### src/rtl/vga_timing_gen_if.sv
// Raster timing bus between the VGA timing generator and the pixel/sprite renderers.
// The generator drives position, sync, blank and strobes; consumers drive the run enable.
interface vga_timing_gen_if #(
  parameter int CW = 10
);
  logic          en;
  logic [CW-1:0] hpos;
  logic [CW-1:0] vpos;
  logic          hsync;
  logic          vsync;
  logic          display_on;
  logic          line_start;
  logic          frame_start;
  logic [7:0]    frame_count;

  modport master (
    input  en,
    output hpos, vpos, hsync, vsync, display_on, line_start, frame_start, frame_count
  );

  modport slave (
    output en,
    input  hpos, vpos, hsync, vsync, display_on, line_start, frame_start, frame_count
  );
endinterface

### src/rtl/vga_timing_gen.sv
// Parametrised VGA raster timing generator with pixel-clock divider and freeze enable.
// Sync/blank are registered from the next counter values so they align with hpos/vpos.
module vga_timing_gen #(
  parameter int H_DISPLAY = 640,
  parameter int H_FRONT   = 16,
  parameter int H_SYNC    = 96,
  parameter int H_BACK    = 48,
  parameter int V_DISPLAY = 480,
  parameter int V_BOTTOM  = 10,
  parameter int V_SYNC    = 2,
  parameter int V_TOP     = 33,
  parameter int HSYNC_POL = 0,
  parameter int VSYNC_POL = 0,
  parameter int CLK_DIV   = 1,
  parameter int CW        = 10
) (
  input logic               clk,
  input logic               rst_n,
  vga_timing_gen_if.master  vif
);

  localparam int H_MAX    = H_DISPLAY + H_FRONT + H_SYNC + H_BACK - 1;
  localparam int V_MAX    = V_DISPLAY + V_BOTTOM + V_SYNC + V_TOP - 1;
  localparam int HS_START = H_DISPLAY + H_FRONT;
  localparam int HS_END   = H_DISPLAY + H_FRONT + H_SYNC - 1;
  localparam int VS_START = V_DISPLAY + V_BOTTOM;
  localparam int VS_END   = V_DISPLAY + V_BOTTOM + V_SYNC - 1;
  localparam int DW       = (CLK_DIV > 1) ? $clog2(CLK_DIV) : 1;

  localparam logic [CW-1:0] H_MAX_C    = CW'(H_MAX);
  localparam logic [CW-1:0] V_MAX_C    = CW'(V_MAX);
  localparam logic [CW-1:0] H_DISP_C   = CW'(H_DISPLAY);
  localparam logic [CW-1:0] V_DISP_C   = CW'(V_DISPLAY);
  localparam logic [CW-1:0] HS_START_C = CW'(HS_START);
  localparam logic [CW-1:0] HS_END_C   = CW'(HS_END);
  localparam logic [CW-1:0] VS_START_C = CW'(VS_START);
  localparam logic [CW-1:0] VS_END_C   = CW'(VS_END);
  localparam logic [DW-1:0] DIV_LAST   = DW'(CLK_DIV - 1);
  localparam logic          HS_ACT     = (HSYNC_POL != 0) ? 1'b1 : 1'b0;
  localparam logic          VS_ACT     = (VSYNC_POL != 0) ? 1'b1 : 1'b0;

  logic [DW-1:0] div_q, div_d;
  logic [CW-1:0] hpos_q, hpos_d;
  logic [CW-1:0] vpos_q, vpos_d;
  logic          hsync_q, hsync_d;
  logic          vsync_q, vsync_d;
  logic          display_on_q, display_on_d;
  logic          line_start_q, line_start_d;
  logic          frame_start_q, frame_start_d;
  logic [7:0]    frame_count_q, frame_count_d;
  logic          pe_s;
  logic          h_wrap_s;

  // Pixel tick generation; dropping en parks the divider at 0 so resume starts a fresh pixel.
  always_comb begin
    pe_s     = vif.en && (div_q == DIV_LAST);
    h_wrap_s = pe_s && (hpos_q == H_MAX_C);
    div_d    = div_q;
    if (!vif.en) begin
      div_d = '0;
    end else if (pe_s) begin
      div_d = '0;
    end else begin
      div_d = div_q + DW'(1);
    end
  end

  // Raster position advance.
  always_comb begin
    hpos_d = hpos_q;
    vpos_d = vpos_q;
    if (h_wrap_s) begin
      hpos_d = '0;
      if (vpos_q == V_MAX_C) begin
        vpos_d = '0;
      end else begin
        vpos_d = vpos_q + CW'(1);
      end
    end else if (pe_s) begin
      hpos_d = hpos_q + CW'(1);
    end else begin
      hpos_d = hpos_q;
      vpos_d = vpos_q;
    end
  end

  // Decode from the upcoming position so the registered outputs match the position they accompany.
  always_comb begin
    hsync_d = ~HS_ACT;
    vsync_d = ~VS_ACT;
    if ((hpos_d >= HS_START_C) && (hpos_d <= HS_END_C)) begin
      hsync_d = HS_ACT;
    end else begin
      hsync_d = ~HS_ACT;
    end
    if ((vpos_d >= VS_START_C) && (vpos_d <= VS_END_C)) begin
      vsync_d = VS_ACT;
    end else begin
      vsync_d = ~VS_ACT;
    end
    display_on_d = (hpos_d < H_DISP_C) && (vpos_d < V_DISP_C);
  end

  // Strobes fire only on a tick that wraps, so they are one system clock wide at any divide ratio.
  always_comb begin
    line_start_d  = h_wrap_s;
    frame_start_d = h_wrap_s && (vpos_q == V_MAX_C);
    frame_count_d = frame_count_q;
    if (frame_start_d) begin
      frame_count_d = frame_count_q + 8'd1;
    end else begin
      frame_count_d = frame_count_q;
    end
  end

  // State and output registers.
  always_ff @(posedge clk or negedge rst_n) begin
    if (!rst_n) begin
      div_q         <= '0;
      hpos_q        <= '0;
      vpos_q        <= '0;
      hsync_q       <= ~HS_ACT;
      vsync_q       <= ~VS_ACT;
      display_on_q  <= 1'b1;
      line_start_q  <= 1'b0;
      frame_start_q <= 1'b0;
      frame_count_q <= 8'd0;
    end else begin
      div_q         <= div_d;
      hpos_q        <= hpos_d;
      vpos_q        <= vpos_d;
      hsync_q       <= hsync_d;
      vsync_q       <= vsync_d;
      display_on_q  <= display_on_d;
      line_start_q  <= line_start_d;
      frame_start_q <= frame_start_d;
      frame_count_q <= frame_count_d;
    end
  end

  assign vif.hpos        = hpos_q;
  assign vif.vpos        = vpos_q;
  assign vif.hsync       = hsync_q;
  assign vif.vsync       = vsync_q;
  assign vif.display_on  = display_on_q;
  assign vif.line_start  = line_start_q;
  assign vif.frame_start = frame_start_q;
  assign vif.frame_count = frame_count_q;

endmodule
### src/flat_wrapper.sv
// flat-port wrapper written by rule: the top's interface ports become plain ports
module vga_timing_gen_flat 
#(
  parameter int H_DISPLAY = 640,
  parameter int H_FRONT   = 16,
  parameter int H_SYNC    = 96,
  parameter int H_BACK    = 48,
  parameter int V_DISPLAY = 480,
  parameter int V_BOTTOM  = 10,
  parameter int V_SYNC    = 2,
  parameter int V_TOP     = 33,
  parameter int HSYNC_POL = 0,
  parameter int VSYNC_POL = 0,
  parameter int CLK_DIV   = 1,
  parameter int CW        = 10
)
  (clk, rst_n, vif_en, vif_hpos, vif_vpos, vif_hsync, vif_vsync, vif_display_on, vif_line_start, vif_frame_start, vif_frame_count);
  vga_timing_gen_if #(.CW(CW)) vif_i ();
  input logic clk;
  input logic rst_n;
  input wire logic [$bits(vif_i.en)-1:0] vif_en;
  output wire logic [$bits(vif_i.hpos)-1:0] vif_hpos;
  output wire logic [$bits(vif_i.vpos)-1:0] vif_vpos;
  output wire logic [$bits(vif_i.hsync)-1:0] vif_hsync;
  output wire logic [$bits(vif_i.vsync)-1:0] vif_vsync;
  output wire logic [$bits(vif_i.display_on)-1:0] vif_display_on;
  output wire logic [$bits(vif_i.line_start)-1:0] vif_line_start;
  output wire logic [$bits(vif_i.frame_start)-1:0] vif_frame_start;
  output wire logic [$bits(vif_i.frame_count)-1:0] vif_frame_count;
  assign vif_i.en = vif_en;
  assign vif_hpos = vif_i.hpos;
  assign vif_vpos = vif_i.vpos;
  assign vif_hsync = vif_i.hsync;
  assign vif_vsync = vif_i.vsync;
  assign vif_display_on = vif_i.display_on;
  assign vif_line_start = vif_i.line_start;
  assign vif_frame_start = vif_i.frame_start;
  assign vif_frame_count = vif_i.frame_count;
  vga_timing_gen #(.H_DISPLAY(H_DISPLAY), .H_FRONT(H_FRONT), .H_SYNC(H_SYNC), .H_BACK(H_BACK), .V_DISPLAY(V_DISPLAY), .V_BOTTOM(V_BOTTOM), .V_SYNC(V_SYNC), .V_TOP(V_TOP), .HSYNC_POL(HSYNC_POL), .VSYNC_POL(VSYNC_POL), .CLK_DIV(CLK_DIV), .CW(CW)) u_core (.clk(clk), .rst_n(rst_n), .vif(vif_i));
endmodule
### config.mk
export PLATFORM = sky130hd
export DESIGN_NAME = vga_timing_gen_flat
export DESIGN_NICKNAME = d
export VERILOG_FILES = /design/src/rtl/vga_timing_gen_if.sv /design/src/rtl/vga_timing_gen.sv /design/src/flat_wrapper.sv
export SDC_FILE = /design/constraint.sdc
export NUM_CORES = 1
export LEC_CHECK = 0
export ABC_AREA = 1
export CAP_MARGIN = 20
export CORE_AREA = 5 5 83 70
export CTS_CLUSTER_SIZE = 8
export DETAILED_ROUTE_END_ITERATION = 10
export DIE_AREA = 0 0 88 75
export HOLD_SLACK_MARGIN = 0.12
export PLACE_DENSITY = 0.66
export SYNTH_ARGS = -nofsm -noshare
export SYNTH_HDL_FRONTEND = slang
export SYNTH_SLANG_ARGS = --single-unit
### constraint.sdc
create_clock -name clk -period 2.43 [get_ports clk]
set_clock_uncertainty 0.05 [all_clocks]
set_input_delay 0.3645 -clock clk [delete_from_list [all_inputs] [get_ports clk]]
set_output_delay 0.3645 -clock clk [all_outputs]
set_load 0.02 [all_outputs]
After elaboration in Yosys (flattened, before gate mapping)
Cells that the tools add are included.
{"block": "totals", "ff_bits": 34, "out_inout_bits": 33, "word_cells": 36}
{"block": "op_classes", "n_addsub": 4, "order_cmp": 6, "eq_ne": 2, "mux": 8, "bitwise_logic": 1, "n_reduce_logical": 6}
{"cell": "$mux 10", "n": 4}
{"cell": "$add 10x1->10 const B", "n": 2}
{"cell": "$eq 10x10->1 const B", "n": 2}
{"cell": "$ge 10x10->1 const B", "n": 1}
{"cell": "$ge 10x9->1 const B", "n": 1}
{"cell": "$le 10x10->1 const B", "n": 1}
{"cell": "$le 10x9->1 const B", "n": 1}
{"cell": "$lt 10x10->1 const B", "n": 1}
{"cell": "$lt 10x9->1 const B", "n": 1}
{"cell": "$add 8x1->8 const B", "n": 1}
{"cell": "$logic_and 1x1->1", "n": 6}
{"cell": "$mux 1", "n": 4}
{"cell": "$add 1x1->1 const B", "n": 1}
{"cell": "$not 1->1", "n": 1}

Longest topological paths before layout
{"block": "depth", "depth_word": 7, "depth_mapped": 12, "ltp_nobuf": 12}

Worst setup path before layout
No wires, ideal clock.
{"block": "synth_path", "kind": "reg2reg", "startpoint": "register u_core.hpos_q[0], in the netlist u_core.vif.hpos[0]", "endpoint": "register u_core.vsync_q, in the netlist u_core.vif.vsync", "arrival_time_ns": 1.590, "slack_ns": 0.712, "path_stages_with_launch": 12, "path_buffers": 1, "period_less_slack_ns": 1.718, "path_cell_list": "dfrtp_1 ha_1 inv_1 nor2_1 nand3_1 nor2_2 buf_6 o21ai_1 clkinv_1 nand2_1 nor2_2 nand2_1"}
{"block": "synth_between", "elab_chain_cells": 6}
{"element": "start: declaration", "line": "vga_timing_gen.sv:43", "text": "logic [CW-1:0] hpos_q, hpos_d;"}
{"element": "start signal: assignment", "line": "vga_timing_gen.sv:130", "text": "hpos_q <= hpos_d;"}
{"element": "$eq 10x10->1 (*)", "line": "vga_timing_gen.sv:57", "text": "h_wrap_s = pe_s && (hpos_q == H_MAX_C);"}
{"element": "$logic_and 1x1->1 (*)", "line": "vga_timing_gen.sv:57"}
{"element": "$mux 10 (*)", "line": "vga_timing_gen.sv:72", "text": "if (h_wrap_s) begin"}
{"element": "named net u_core.vpos_d[8]", "line": "vga_timing_gen.sv:44", "text": "logic [CW-1:0] vpos_q, vpos_d;"}
{"element": "$ge 10x9->1 or $le 10x9->1 (tied branches)", "line": "vga_timing_gen.sv:96", "text": "if ((vpos_d >= VS_START_C) && (vpos_d <= VS_END_C)) begin"}
{"element": "$logic_and 1x1->1 (*)", "line": "vga_timing_gen.sv:96"}
{"element": "$mux 1 (*)", "line": "vga_timing_gen.sv:96"}
{"element": "named net u_core.vsync_d", "line": "vga_timing_gen.sv:46", "text": "logic vsync_q, vsync_d;"}
{"element": "end signal: assignment", "line": "vga_timing_gen.sv:123", "text": "vsync_q <= ~VS_ACT;"}
{"element": "end signal: assignment", "line": "vga_timing_gen.sv:133", "text": "vsync_q <= vsync_d;"}
{"element": "end: declaration", "line": "vga_timing_gen.sv:46"}
The timed path passes the listed nets; every way through them passes the cells marked *.
A chain may end at the register's enable or synchronous reset.

Final worst setup path
{"block": "layout_path", "startpoint": "register u_core.hpos_q[0], in the netlist u_core.vif.hpos[0]", "endpoint": "register u_core.display_on_q, in the netlist u_core.vif.display_on"}
{"block": "layout_between", "elab_chain_cells": 5}
{"element": "$add 10x1->10 or $eq 10x10->1 (tied branches)", "line": "vga_timing_gen.sv:80, vga_timing_gen.sv:57"}
{"element": "$mux 10 or $logic_and 1x1->1 (tied branches)", "line": "vga_timing_gen.sv:79, vga_timing_gen.sv:57"}
{"element": "$mux 10 (*)", "line": "vga_timing_gen.sv:72"}
{"element": "named net u_core.hpos_d[9]", "line": "vga_timing_gen.sv:43"}
{"element": "$lt 10x10->1 (*)", "line": "vga_timing_gen.sv:101", "text": "display_on_d = (hpos_d < H_DISP_C) && (vpos_d < V_DISP_C);"}
{"element": "$logic_and 1x1->1 (*)", "line": "vga_timing_gen.sv:101"}
{"element": "named net u_core.display_on_d", "line": "vga_timing_gen.sv:47", "text": "logic display_on_q, display_on_d;"}
{"element": "end signal: assignment", "line": "vga_timing_gen.sv:134", "text": "display_on_q <= display_on_d;"}
{"element": "end: declaration", "line": "vga_timing_gen.sv:47"}
Marks and branches as above.

==> qor_table.md <==
| Item | Value | Unit |
|:---|:---|:---|
| Status | completed | - |
| Number of iterations in the first detailed-routing pass | 4 | - |
| Leading post-synthesis cells by cell area | sky130_fd_sc_hd__dfrtp_1 (39%), sky130_fd_sc_hd__nand2_1 (15%), sky130_fd_sc_hd__inv_1 (8.2%), sky130_fd_sc_hd__nor2_1 (5.0%), sky130_fd_sc_hd__nand3_1 (4.7%) | - |
| Area of all sequential standard cells | 855 | um^2 |
| Core region area | 4860 | um^2 |
| Buffers inserted by post-CTS timing repair | 0 | - |
| Initial core utilization | 41.4 | % |
| Total number of vias | 1777 | - |
| Remaining number of nets flagged by the antenna check after routing | 0 | - |
| Final-layout worst hold slack | 0.419 | ns |
| Height of the chip | 75 | um |
| Number of buffers added on ports | 35 | - |
| Final wirelength | 4670 | um |
| Fin area | 2540 | um^2 |
| Worst-Skew Late Latency | 0.29 | ns |
| Layer carrying the most global-route usage | met1 | - |
| Number of buffers added to fix hold violations after cts | 0 | - |
| Area leader, netlist | sky130_fd_sc_hd__dfrtp_1 | - |
| Critical path data arrival time | 2.10 | ns |
| DIE AREA | 6600 | um^2 |
| Total standard cell area after synthesis | 2010 | um^2 |
| Half-perimeter wire length after detailed placement | 3610 | um |
| Post-route fraction of the period consumed by the critical path | 79.3 | % |
| Finish-stage setup viols | 0 | - |
| Routability-driven placement congestion ratio | 0.859 | - |
| Global router's overall resource usage | 15.5 | % |
| Max Fclk | 519 | MHz |
| Die Wd | 88 | um |
| Antenna diodes | 0 | - |
| Pre-CTS setup slack | 0.186 | ns |
| Fraction of synthesized cell area taken by the top area cell type | 38.5 | % |
| Count of fill cells added during filler insertion | 470 | - |
| Total cell area at the placement stage | 2450 | um^2 |
| Post-route DRC | 0 | - |
| Number of antenna violations at the first check in global routing | 0 | - |
| Starting DRT DRC Count | 102 | - |
| Mean instance size in the synthesized netlist | 7.49 | um^2 |
| Core Rows | 23 | - |
| Net count of the finished layout | 319 | - |
| Minimum clock period after layout | 1.93 | ns |
| Via count of the first global-routing pass | 1583 | - |
| Cell area power density | 572 | nW/um^2 |
| Count of cells resized by post-cts repair | 0 | - |
| End-of-flow core utilization | 52.2 | % |
| Leakage power | 1.25 | nW |
| RSZ-0062 raised after global routing | no | - |
| Total of flip-flops plus latches after synthesis | 34 | - |
| Pin count of the biggest net entering global routing | 35 | - |
| CP Launch Type | flop | - |
| Number of top-level design ports | 36 | - |
| Final WS setup | 0.503 | ns |
| Synthesized net count | 276 | - |
| Peak fanout along the critical path | 7 | - |
| Aggregate negative setup slack | 0 | ns |
| Routed vias/inst | 4.74 | - |
| Count of final hold-check violations | 0 | - |
| Clock buffers created by TritonCTS | 5 | - |
| Number of slew-limit violations in the final report | 0 | - |
| Total number of yosys warnings | 0 | - |
| Worst hold-check path type | primary input to asynchronous set/reset pin | - |
| Worst setup path class | flop to flop | - |
| Sink count of the clock tree | 34 | - |
| Post-synthesis sequential area ratio | 42.4 | % |
| Share of layout cells above drive strength 1 | 11.2 | % |
| Cells after synthesis | 269 | - |
| First-pass GRT wire length | 7810 | um |
| Required arrival time at the worst endpoint | 2.60 | ns |
| Max cap viols | 0 | - |
| Wirelength per Cell | 12.4 | um |
| Clock transition time at the flip-flop clock pins of the worst setup and hold paths | 0.07 | ns |
| Maximum count of clock buffers along a single path | 2 | - |
| Footprint of the multi-input gates | 965 | um^2 |
| Worst voltage drop across the vdd grid | 0.353 | mV |
| Root buffer selected by CTS | sky130_fd_sc_hd__clkbuf_8 | - |
| CTS H-tree depth | 2 | - |
| Count of cell types in the netlist | 28 | - |
| Clock tree from TritonCTS | done | - |
| Overflow after GRT | 0 | - |
| Met1 GRT Util | 23.7 | % |
| Global routing met3 resource utilization | 3.39 | % |
| Layout area overhead | 26.0 | % |
| Type of destination of the critical path | flop | - |
| Met2 GRT Util | 20.8 | % |
worst max-delay path: stages (launching register included):
cell and delay (ns):
sky130_fd_sc_hd__dfrtp_1 0.42, sky130_fd_sc_hd__ha_1 0.27, sky130_fd_sc_hd__inv_1 0.06, sky130_fd_sc_hd__nor2_1 0.14, sky130_fd_sc_hd__nand3_1 0.10, sky130_fd_sc_hd__nor2_2 0.26, sky130_fd_sc_hd__buf_4 0.22, sky130_fd_sc_hd__nor2_2 0.06
sky130_fd_sc_hd__o21ai_0 0.09, sky130_fd_sc_hd__nand2_1 0.07, sky130_fd_sc_hd__nor2_1 0.12
report_power, final:
| group | switching (W) | internal [W] |
|---|---|---|
| registers | 0.0000633 | 0.000611 |
| clock network | 0.000209 | 0.000229 |
| logic | 0.000204 | 0.000136 |
layout by cell type, fill, tap and decap left out, types with 2 or more instances in the layout:
cell	count
sky130_fd_sc_hd__nor2_4	3
sky130_fd_sc_hd__nand2_1	79
sky130_fd_sc_hd__inv_2	4
sky130_fd_sc_hd__o21ai_1	2
sky130_fd_sc_hd__clkdlybuf4s50_1	35
sky130_fd_sc_hd__dfrtp_1	31
sky130_fd_sc_hd__nor3_1	4
sky130_fd_sc_hd__xor2_1	6
sky130_fd_sc_hd__inv_1	44
sky130_fd_sc_hd__nor2_2	9
sky130_fd_sc_hd__clkbuf_8	6
sky130_fd_sc_hd__nor2_1	27
sky130_fd_sc_hd__nand4_1	7
sky130_fd_sc_hd__nand3_4	3
sky130_fd_sc_hd__o21ai_0	10
sky130_fd_sc_hd__xnor2_1	3
sky130_fd_sc_hd__buf_4	2
sky130_fd_sc_hd__dfstp_2	3
sky130_fd_sc_hd__nand3_1	19
sky130_fd_sc_hd__ha_1	4
cells by family after synthesis:
group | synth area share [%]
xor+xnor | 3.91
compound gates | 3.54
buf+inv | 9.69
mux | 0.559
simple gates | 37.2
fa+ha+maj | 2.48
flops | 42.4
other cells | 0.186
cell type report:
type	count	area share, %
Timing Repair Buffer	37	14.4
Tap cell	62	3.06
Clock buffer	7	3.40
Sequential cell	34	33.7
Multi-Input combinational cell	185	38.0
Clock inverter	1	0.197
Inverter	49	7.25
cell usage after synthesis:
master and n:
sky130_fd_sc_hd__nand2_2 1, sky130_fd_sc_hd__ha_1 4, sky130_fd_sc_hd__nand2_1 79, sky130_fd_sc_hd__nor4_1 1, sky130_fd_sc_hd__xor2_1 6, sky130_fd_sc_hd__dfrtp_1 31, sky130_fd_sc_hd__nor3_1 4, sky130_fd_sc_hd__a21oi_1 1
sky130_fd_sc_hd__nand4_1 7, sky130_fd_sc_hd__nor2_4 3, sky130_fd_sc_hd__o21ai_1 2, sky130_fd_sc_hd__mux2_2 1, sky130_fd_sc_hd__nand3_1 19, sky130_fd_sc_hd__inv_1 44, sky130_fd_sc_hd__clkinv_1 1, sky130_fd_sc_hd__o22ai_1 1
sky130_fd_sc_hd__nand3b_1 1, sky130_fd_sc_hd__inv_2 4, sky130_fd_sc_hd__buf_6 1, sky130_fd_sc_hd__conb_1 1, sky130_fd_sc_hd__nand3_4 3, sky130_fd_sc_hd__nor2_8 1, sky130_fd_sc_hd__xnor2_1 3, sky130_fd_sc_hd__nor2_1 27
sky130_fd_sc_hd__dfstp_2 3, sky130_fd_sc_hd__nor3_2 1, sky130_fd_sc_hd__o21ai_0 10, sky130_fd_sc_hd__nor2_2 9
path summary, 6_finish.rpt:
path | startpoint | to | slack [ns] | depth (start not counted)
min reg2reg | u_core.vif.frame_count[7] | u_core.vif.frame_count[7] | 0.46 | 2
max in group asynchronous | rst_n | u_core.vif.vsync | 1.56 | 2
max | u_core.vif.hpos[0] | u_core.vif.display_on | 0.50 | 10
max reg2reg | u_core.vif.hpos[0] | u_core.vif.display_on | 0.50 | 10
min | rst_n | u_core.vif.hpos[6] | 0.42 | 2
min in group clk | u_core.vif.frame_count[7] | u_core.vif.frame_count[7] | 0.46 | 2
registers in the layout (all words and copies together) (netlist names):
name / count
u_core.vif.hpos: 10
u_core.vif.vpos: 10
u_core.vif.frame_count: 8
u_core.div_q: 1
u_core.vif.display_on: 1
u_core.vif.frame_start: 1
u_core.vif.hsync: 1
u_core.vif.line_start: 1
u_core.vif.vsync: 1
layer usage:
metal	part of all wire, %	vias to the layer above
met1	54	808
met5	0	-
met3	5.4	7
li1	-	920
met4	1.8	0
met2	39	42
stage by stage:
stage	power, W	instances
3_3_place_gp	0.00103	367
2_1_floorplan	0.000880	269
6_report	0.00145	375
3_5_place_dp	0.00103	367
5_1_grt	0.00154	375
4_1_cts	0.00146	375
No activity file was read; power rests on OpenSTA's default activity.
